<file path="src/rtl/toy_pack.sv">
// Shared types and sizing constants for the toy icache.
// dataram_rd_pld_t and pc_req_t are the per-entry payloads that MSHR entries
// hand to the data-RAM read port and to the downstream linefill channel.
package toy_pack;

    localparam int MSHR_ENTRY_NUM      = 8;
    localparam int ICACHE_TXREQ_CREDIT = 4;
    localparam int ADDR_WIDTH          = 32;
    localparam int ENTRY_ID_WIDTH      = $clog2(MSHR_ENTRY_NUM);

    typedef struct packed {
        logic [ENTRY_ID_WIDTH-1:0] entry_id;
        logic [7:0]                set_idx;
        logic [1:0]                way;
    } dataram_rd_pld_t;

    typedef struct packed {
        logic [ADDR_WIDTH-1:0]     addr;
        logic [ENTRY_ID_WIDTH-1:0] entry_id;
    } pc_req_t;

endpackage

</file>
<file path="src/rtl/icache_rr_arb_stage.sv">
// Round-robin arbiter feeding a single registered valid/ready output stage.
// The search begins one past the previous winner so every requester is served
// in turn. credit_ok gates the grant so a caller can meter issue externally;
// tie it high when no metering is needed.
module icache_rr_arb_stage
    import toy_pack::*;
#(
    parameter int  ENTRY_NUM = MSHR_ENTRY_NUM,
    parameter type PLD_T     = dataram_rd_pld_t
) (
    input  logic                 clk,
    input  logic                 rst,
    input  logic [ENTRY_NUM-1:0] v_vld,
    input  PLD_T                 v_pld [ENTRY_NUM],
    output logic [ENTRY_NUM-1:0] v_rdy,
    input  logic                 credit_ok,
    output logic                 out_vld,
    input  logic                 out_rdy,
    output PLD_T                 out_pld
);

    localparam int IDX_W = $clog2(ENTRY_NUM);

    logic [IDX_W-1:0] last;
    logic [IDX_W-1:0] cand;
    logic [IDX_W-1:0] win_idx;
    logic             win_found;
    logic             can_load;
    logic             grant;

    // Search for the first requester after the previous winner, wrapping around
    always_comb begin
        win_found = 1'b0;
        win_idx   = '0;
        cand      = '0;
        for (int i = 1; i <= ENTRY_NUM; i++) begin
            cand = IDX_W'((int'(last) + i) % ENTRY_NUM);
            if (!win_found && v_vld[cand]) begin
                win_found = 1'b1;
                win_idx   = cand;
            end
        end
    end

    assign can_load = !out_vld || out_rdy;
    assign grant    = win_found && can_load && credit_ok;

    // Grant goes back only to the winner, and only when it will actually be captured
    always_comb begin
        v_rdy = '0;
        if (grant) begin
            v_rdy[win_idx] = 1'b1;
        end
    end

    // Output register holds until handshake; pointer advances to each new winner
    always_ff @(posedge clk) begin
        if (rst) begin
            out_vld <= 1'b0;
            out_pld <= '0;
            last    <= IDX_W'(ENTRY_NUM - 1);
        end else if (grant) begin
            out_vld <= 1'b1;
            out_pld <= v_pld[win_idx];
            last    <= win_idx;
        end else if (out_rdy) begin
            out_vld <= 1'b0;
        end
    end

endmodule

</file>
<file path="src/rtl/icache_mshr_arb.sv">
// Scheduler between the icache MSHR entries and their shared resources:
// picks the free entry for each allocation, arbitrates hit entries onto the
// data-RAM read port and miss entries onto the downstream linefill channel,
// and meters linefill issue against a downstream credit pool.
// Optional feature macro: ICACHE_MSHR_ARB_PERF_EN adds two 32-bit performance
// counters (RD grants, credit-starved TX cycles) as extra outputs.
module icache_mshr_arb
    import toy_pack::*;
#(
    parameter int ENTRY_NUM    = MSHR_ENTRY_NUM,
    parameter int TXREQ_CREDIT = ICACHE_TXREQ_CREDIT
) (
    input  logic                         clk,
    input  logic                         rst,
    input  logic                         alloc_req,
    input  logic [ENTRY_NUM-1:0]         v_alloc_vld,
    output logic                         alloc_rdy,
    output logic [ENTRY_NUM-1:0]         v_entry_en,
    output logic [$clog2(ENTRY_NUM)-1:0] alloc_idx,
    input  logic [ENTRY_NUM-1:0]         v_dataram_rd_vld,
    input  dataram_rd_pld_t              v_dataram_rd_pld [ENTRY_NUM],
    output logic [ENTRY_NUM-1:0]         v_dataram_rd_rdy,
    output logic                         dataram_rd_vld,
    input  logic                         dataram_rd_rdy,
    output dataram_rd_pld_t              dataram_rd_pld,
    input  logic [ENTRY_NUM-1:0]         v_txreq_vld,
    input  pc_req_t                      v_txreq_pld [ENTRY_NUM],
    output logic [ENTRY_NUM-1:0]         v_txreq_rdy,
    output logic                         downstream_txreq_vld,
    input  logic                         downstream_txreq_rdy,
    output pc_req_t                      downstream_txreq_pld,
    input  logic                         txreq_credit_rtn
`ifdef ICACHE_MSHR_ARB_PERF_EN
    ,
    output logic [31:0]                  perf_rd_grant_cnt,
    output logic [31:0]                  perf_tx_credit_stall_cnt
`endif
);

    localparam int IDX_W = $clog2(ENTRY_NUM);
    localparam int CW    = $clog2(TXREQ_CREDIT + 1);
    localparam logic [CW-1:0] CREDIT_MAX = CW'(TXREQ_CREDIT);

    logic [CW-1:0] credit_cnt;
    logic          credit_ok;
    logic          tx_grant;

    assign alloc_rdy = |v_alloc_vld;

    // Lowest-index free entry wins the allocation; index is valid whenever any entry is free
    always_comb begin
        alloc_idx = '0;
        for (int i = ENTRY_NUM - 1; i >= 0; i--) begin
            if (v_alloc_vld[i]) begin
                alloc_idx = IDX_W'(i);
            end
        end
    end

    // Strobe the chosen entry only for a real allocation
    always_comb begin
        v_entry_en = '0;
        if (alloc_req && alloc_rdy) begin
            v_entry_en[alloc_idx] = 1'b1;
        end
    end

    icache_rr_arb_stage #(
        .ENTRY_NUM (ENTRY_NUM),
        .PLD_T     (dataram_rd_pld_t)
    ) u_rd_arb (
        .clk       (clk),
        .rst       (rst),
        .v_vld     (v_dataram_rd_vld),
        .v_pld     (v_dataram_rd_pld),
        .v_rdy     (v_dataram_rd_rdy),
        .credit_ok (1'b1),
        .out_vld   (dataram_rd_vld),
        .out_rdy   (dataram_rd_rdy),
        .out_pld   (dataram_rd_pld)
    );

    icache_rr_arb_stage #(
        .ENTRY_NUM (ENTRY_NUM),
        .PLD_T     (pc_req_t)
    ) u_tx_arb (
        .clk       (clk),
        .rst       (rst),
        .v_vld     (v_txreq_vld),
        .v_pld     (v_txreq_pld),
        .v_rdy     (v_txreq_rdy),
        .credit_ok (credit_ok),
        .out_vld   (downstream_txreq_vld),
        .out_rdy   (downstream_txreq_rdy),
        .out_pld   (downstream_txreq_pld)
    );

    assign tx_grant  = |v_txreq_rdy;
    assign credit_ok = (credit_cnt != '0);

    // Spend a credit per linefill issued, recover one per return, saturating at the pool size
    always_ff @(posedge clk) begin
        if (rst) begin
            credit_cnt <= CREDIT_MAX;
        end else if (tx_grant && !txreq_credit_rtn) begin
            credit_cnt <= credit_cnt - CW'(1);
        end else if (!tx_grant && txreq_credit_rtn && (credit_cnt != CREDIT_MAX)) begin
            credit_cnt <= credit_cnt + CW'(1);
        end
    end

    // A return while the pool is already full means downstream over-returned credits
    assert property (@(posedge clk) disable iff (rst)
        !(txreq_credit_rtn && !tx_grant && (credit_cnt == CREDIT_MAX)));

`ifdef ICACHE_MSHR_ARB_PERF_EN
    // Count RD grants and cycles where a loadable TX stage is starved of credits
    always_ff @(posedge clk) begin
        if (rst) begin
            perf_rd_grant_cnt        <= '0;
            perf_tx_credit_stall_cnt <= '0;
        end else begin
            if (|v_dataram_rd_rdy) begin
                perf_rd_grant_cnt <= perf_rd_grant_cnt + 32'd1;
            end
            if ((|v_txreq_vld) && (!downstream_txreq_vld || downstream_txreq_rdy) && !credit_ok) begin
                perf_tx_credit_stall_cnt <= perf_tx_credit_stall_cnt + 32'd1;
            end
        end
    end
`endif

endmodule

</file>
<file path="config.mk">
export PLATFORM = sky130hd
export DESIGN_NAME = icache_mshr_arb
export DESIGN_NICKNAME = d
export VERILOG_FILES = /design/src/rtl/toy_pack.sv /design/src/rtl/icache_rr_arb_stage.sv /design/src/rtl/icache_mshr_arb.sv
export SDC_FILE = /design/constraint.sdc
export NUM_CORES = 1
export LEC_CHECK = 0
export BUFFER_PORTS_ARGS = -buffer_cell sky130_fd_sc_hd__clkbuf_2
export CAP_MARGIN = 40
export CORE_AREA = 2 2 192 194
export CTS_CLUSTER_DIAMETER = 50
export CTS_CLUSTER_SIZE = 16
export DETAILED_ROUTE_END_ITERATION = 6
export DIE_AREA = 0 0 194 196
export GPL_TIMING_DRIVEN = 0
export SLEW_MARGIN = 20
export SYNTH_ARGS = -nofsm -noshare
export SYNTH_HDL_FRONTEND = slang
export SYNTH_SLANG_ARGS = --single-unit
</file>
<file path="constraint.sdc">
create_clock -name clk -period 12.4 [get_ports clk]
set_input_delay 1.24 -clock clk [delete_from_list [all_inputs] [get_ports clk]]
set_output_delay 1.24 -clock clk [all_outputs]
set_load 0.05 [all_outputs]
</file>
==> out/qor.csv <==
stage,metric,value,unit
status,status,"finished, final reports clean",
run,Max Cap Violations,0,
timing,Tcrit/Tclk final,61.99,%
critical_path,Setup crit start kind,register,
final_layout,number of fill cells,3897,
cts,clk_lat worst skew,0.36,ns
synthesis,syn_nets,1346,
synthesis,async set-or-reset flop fraction in the synthesized netlist,0,%
final_layout,final non-filler cell total,1907,
hold_path,Hold Path Class,register to register,
die,row cnt,70,
cts,# H-tree levels,3,
die,io pins,492,
place,Post-Place Cell Area,0.01043,mm²
place,Post-Place Cells,1890,
cts,post-CTS setup buffer count,0,
timing,min Tclk post-route,7.686,ns
cts,clk sinks,59,
synthesis,Yosys warnings,0,
critical_path,Worst Path Max Fanout,10,
critical_path,Worst setup EP type,primary output,
detailed_routing,Routed Antenna Nets,0,
detailed_routing,via count,9368,
die,Vert. Die Dim,196,µm
final_layout,area taken by multi-input logic gates,0.005737,mm²
global_routing,number of global-route vias before repair,9128,
timing,Worst Tran Pin Value,0.7604,ns
global_routing,first-pass GRT wire length,53880,µm
cts,Clock Pin Slew Worst Setup and Hold Paths,0.06,ns
die,Core Area,0.03608,mm²
final_layout,share of layout cells above drive strength 1,43.12,%
synthesis,Post-synth top flop,dfxtp_1,
critical_path,required time of the worst setup path,11.16,ns
timing,Max Clk Rate,0.1301,GHz
synthesis,post-synth cell types,61,
timing,Fin Setup TNS,0,ns
final_layout,most frequent cells in the layout,"clkbuf_2, nor2_1, mux2i_1",
timing,final setup fails,0,
cts,CTS tree,done,
detailed_routing,final wirelength,37240,µm
synthesis,synthesized area per cell,7.904,µm²
synthesis,"EDFF count, synth",0,
detailed_routing,wire length per cell,19.53,µm
timing,Final Hold Fails,0,
final_layout,fin nets,1853,
timing,unrepaired setup endpoints after global routing,false,
detailed_routing,Top Metal Used,met5,
cts,CTS Hold Bufs,0,
final_layout,synthesis-to-layout area growth,46.43,%
final_layout,final non-filler cell area,0.01073,mm²
die,Die X,194,µm
place,GPL Wtd Cong,0.9450,
timing,Slew Limit Fails,0,
final_layout,"most common cell after layout, fill and taps aside",clkbuf_2,
detailed_routing,Metal-1 WL,14400,µm
synthesis,cell count after synthesis,927,
place,IO buf count,490,
place,hpwl dp,31730,µm
cts,CTS Buf Count,9,
global_routing,initial antenna violation count,3,
global_routing,grt ovf,0,
detailed_routing,drt pass-1 iters,6,
die,Die Area,0.03802,mm²
critical_path,"Arr. time, crit path",6.45,ns
detailed_routing,routed vias/inst,4.912,
detailed_routing,DRC violations left,0,
die,Initial Util,20.31,%
synthesis,part of the Yosys area used for sequential elements,16.12,%
detailed_routing,routed length on met3,2840,µm
cts,CTS resizes,0,
global_routing,largest net degree at the start of global routing,11,
global_routing,Tot GR Track Use,18.74,%
detailed_routing,initial detailed-routing violation count,506,
timing,Slew HR,49.31,%
critical_path,WS Path Type,register to primary output,
synthesis,Seq cells post-synth,59,
detailed_routing,met2 wire length,18480,µm
cts,root buf cell,clkbuf_16,
cts,CTS Buffer Depth,2,
timing,Worst Skew,0.01094,ns
synthesis,Netlist Area Pre-Place,0.007327,mm²
final_layout,Seq. cell area,0.001181,mm²
## logic make-up after synthesis
| kind of cell | count (synthesis) | synth area share (%) |
|---|---|---|
| flops | 59 | 16.12 |
| simple gates | 345 | 20.82 |
| mux | 220 | 37.06 |
| fa+ha+maj | 5 | 0.9563 |
| buf+inv | 95 | 5.584 |
| xor+xnor | 6 | 0.7172 |
| compound gates | 197 | 18.75 |
## routing by layer
metal | up-vias | global-route usage [%]
met2 | 518 | 32.95
met4 | 4 | 8.979
li1 | 4449 | -
met3 | 63 | 4.521
met5 | - | 0
met1 | 4334 | 21.32
## through the flow
stage,worst slack [ns],util [%],hold slack [ns]
floorplan,6.082,-,0.4941
global placement,5.030,28.72,0.4892
detailed placement,5.038,28.89,0.4959
CTS,4.612,29.71,0.5051
global route,4.049,29.73,0.5350
finish,4.714,29.73,0.4996
## worst paths after layout
path,endpoint,slack [ns],cells past startpoint,start
max reg2reg,u_tx_arb.out_pld[33]$_SDFFE_PP0P_,6.04,17,u_tx_arb.last[1]$_SDFFE_PP1P_
min,u_rd_arb.out_pld[8]$_SDFFE_PP0P_,0.50,2,u_rd_arb.out_pld[8]$_SDFFE_PP0P_
max,v_txreq_rdy[4],4.71,16,u_tx_arb.last[1]$_SDFFE_PP1P_
min reg2reg,u_rd_arb.out_pld[8]$_SDFFE_PP0P_,0.50,2,u_rd_arb.out_pld[8]$_SDFFE_PP0P_
## Yosys cell counts, types with 3 or more instances
cell type  instances  area share [%]
mux4_2            37              11
dfxtp_1           59              16
inv_1             15            0.77
xnor2_1            4            0.48
a221o_1           14             1.9
a211o_1            4            0.48
nand3_1            8            0.55
buf_1              3            0.15
nand2b_1          24             2.0
a211oi_1          38             3.9
mux2_2            40             6.1
o21bai_1           3            0.31
clkbuf_1          49             2.5
nor3_1            44             3.0
o21ai_1           31             2.1
a311oi_1          14             1.7
a221oi_1           7            0.84
nand2_1           44             2.3
nor2_1           195              10
and2_1             5            0.43
a21o_1             3            0.31
o221ai_1           4            0.48
nor2b_1            4            0.34
ha_1               4            0.68
o21ai_0           19             1.3
nor3b_1            6            0.61
buf_2             24             1.6
mux2i_1          143              20
a21oi_1           33             2.3
or3_1              4            0.34
## sequential cells by signal (all words and copies together), names as in the netlist
signal            count
u_tx_arb.out_pld     35
u_rd_arb.out_vld      1
u_tx_arb.last         3
u_rd_arb.out_pld     13
credit_cnt            3
u_tx_arb.out_vld      1
u_rd_arb.last         3
## critical path, cell delays in order, from the launching register on
cell and delay [ns]:
dfxtp_1 0.34, clkbuf_1 0.42, clkbuf_1 0.46, inv_1 0.23
ha_1 0.33, clkbuf_1 0.37, mux4_2 0.64, mux2i_1 0.45
nor3b_1 0.32, o311ai_1 0.15, a31oi_1 0.33, clkbuf_1 0.29
buf_2 0.39, buf_2 0.56, nand2_1 0.24, nor3_1 0.25
clkbuf_2 0.32
## final cells by class
| class | count | area share, % |
|---|---|---|
| Multi-Input combinational cell | 773 | 53.47 |
| Clock inverter | 2 | 0.3265 |
| Inverter | 16 | 0.5598 |
| Tap cell | 468 | 5.458 |
| Buffer | 79 | 3.254 |
| Timing Repair Buffer | 496 | 23.48 |
| Antenna cell | 1 | 0.02332 |
| Clock buffer | 13 | 2.426 |
| Sequential cell | 59 | 11.01 |
Power is left out: the tool's default activity adds up to more than one toggle a clock period on the data nets, which glitch-free logic cannot reach.
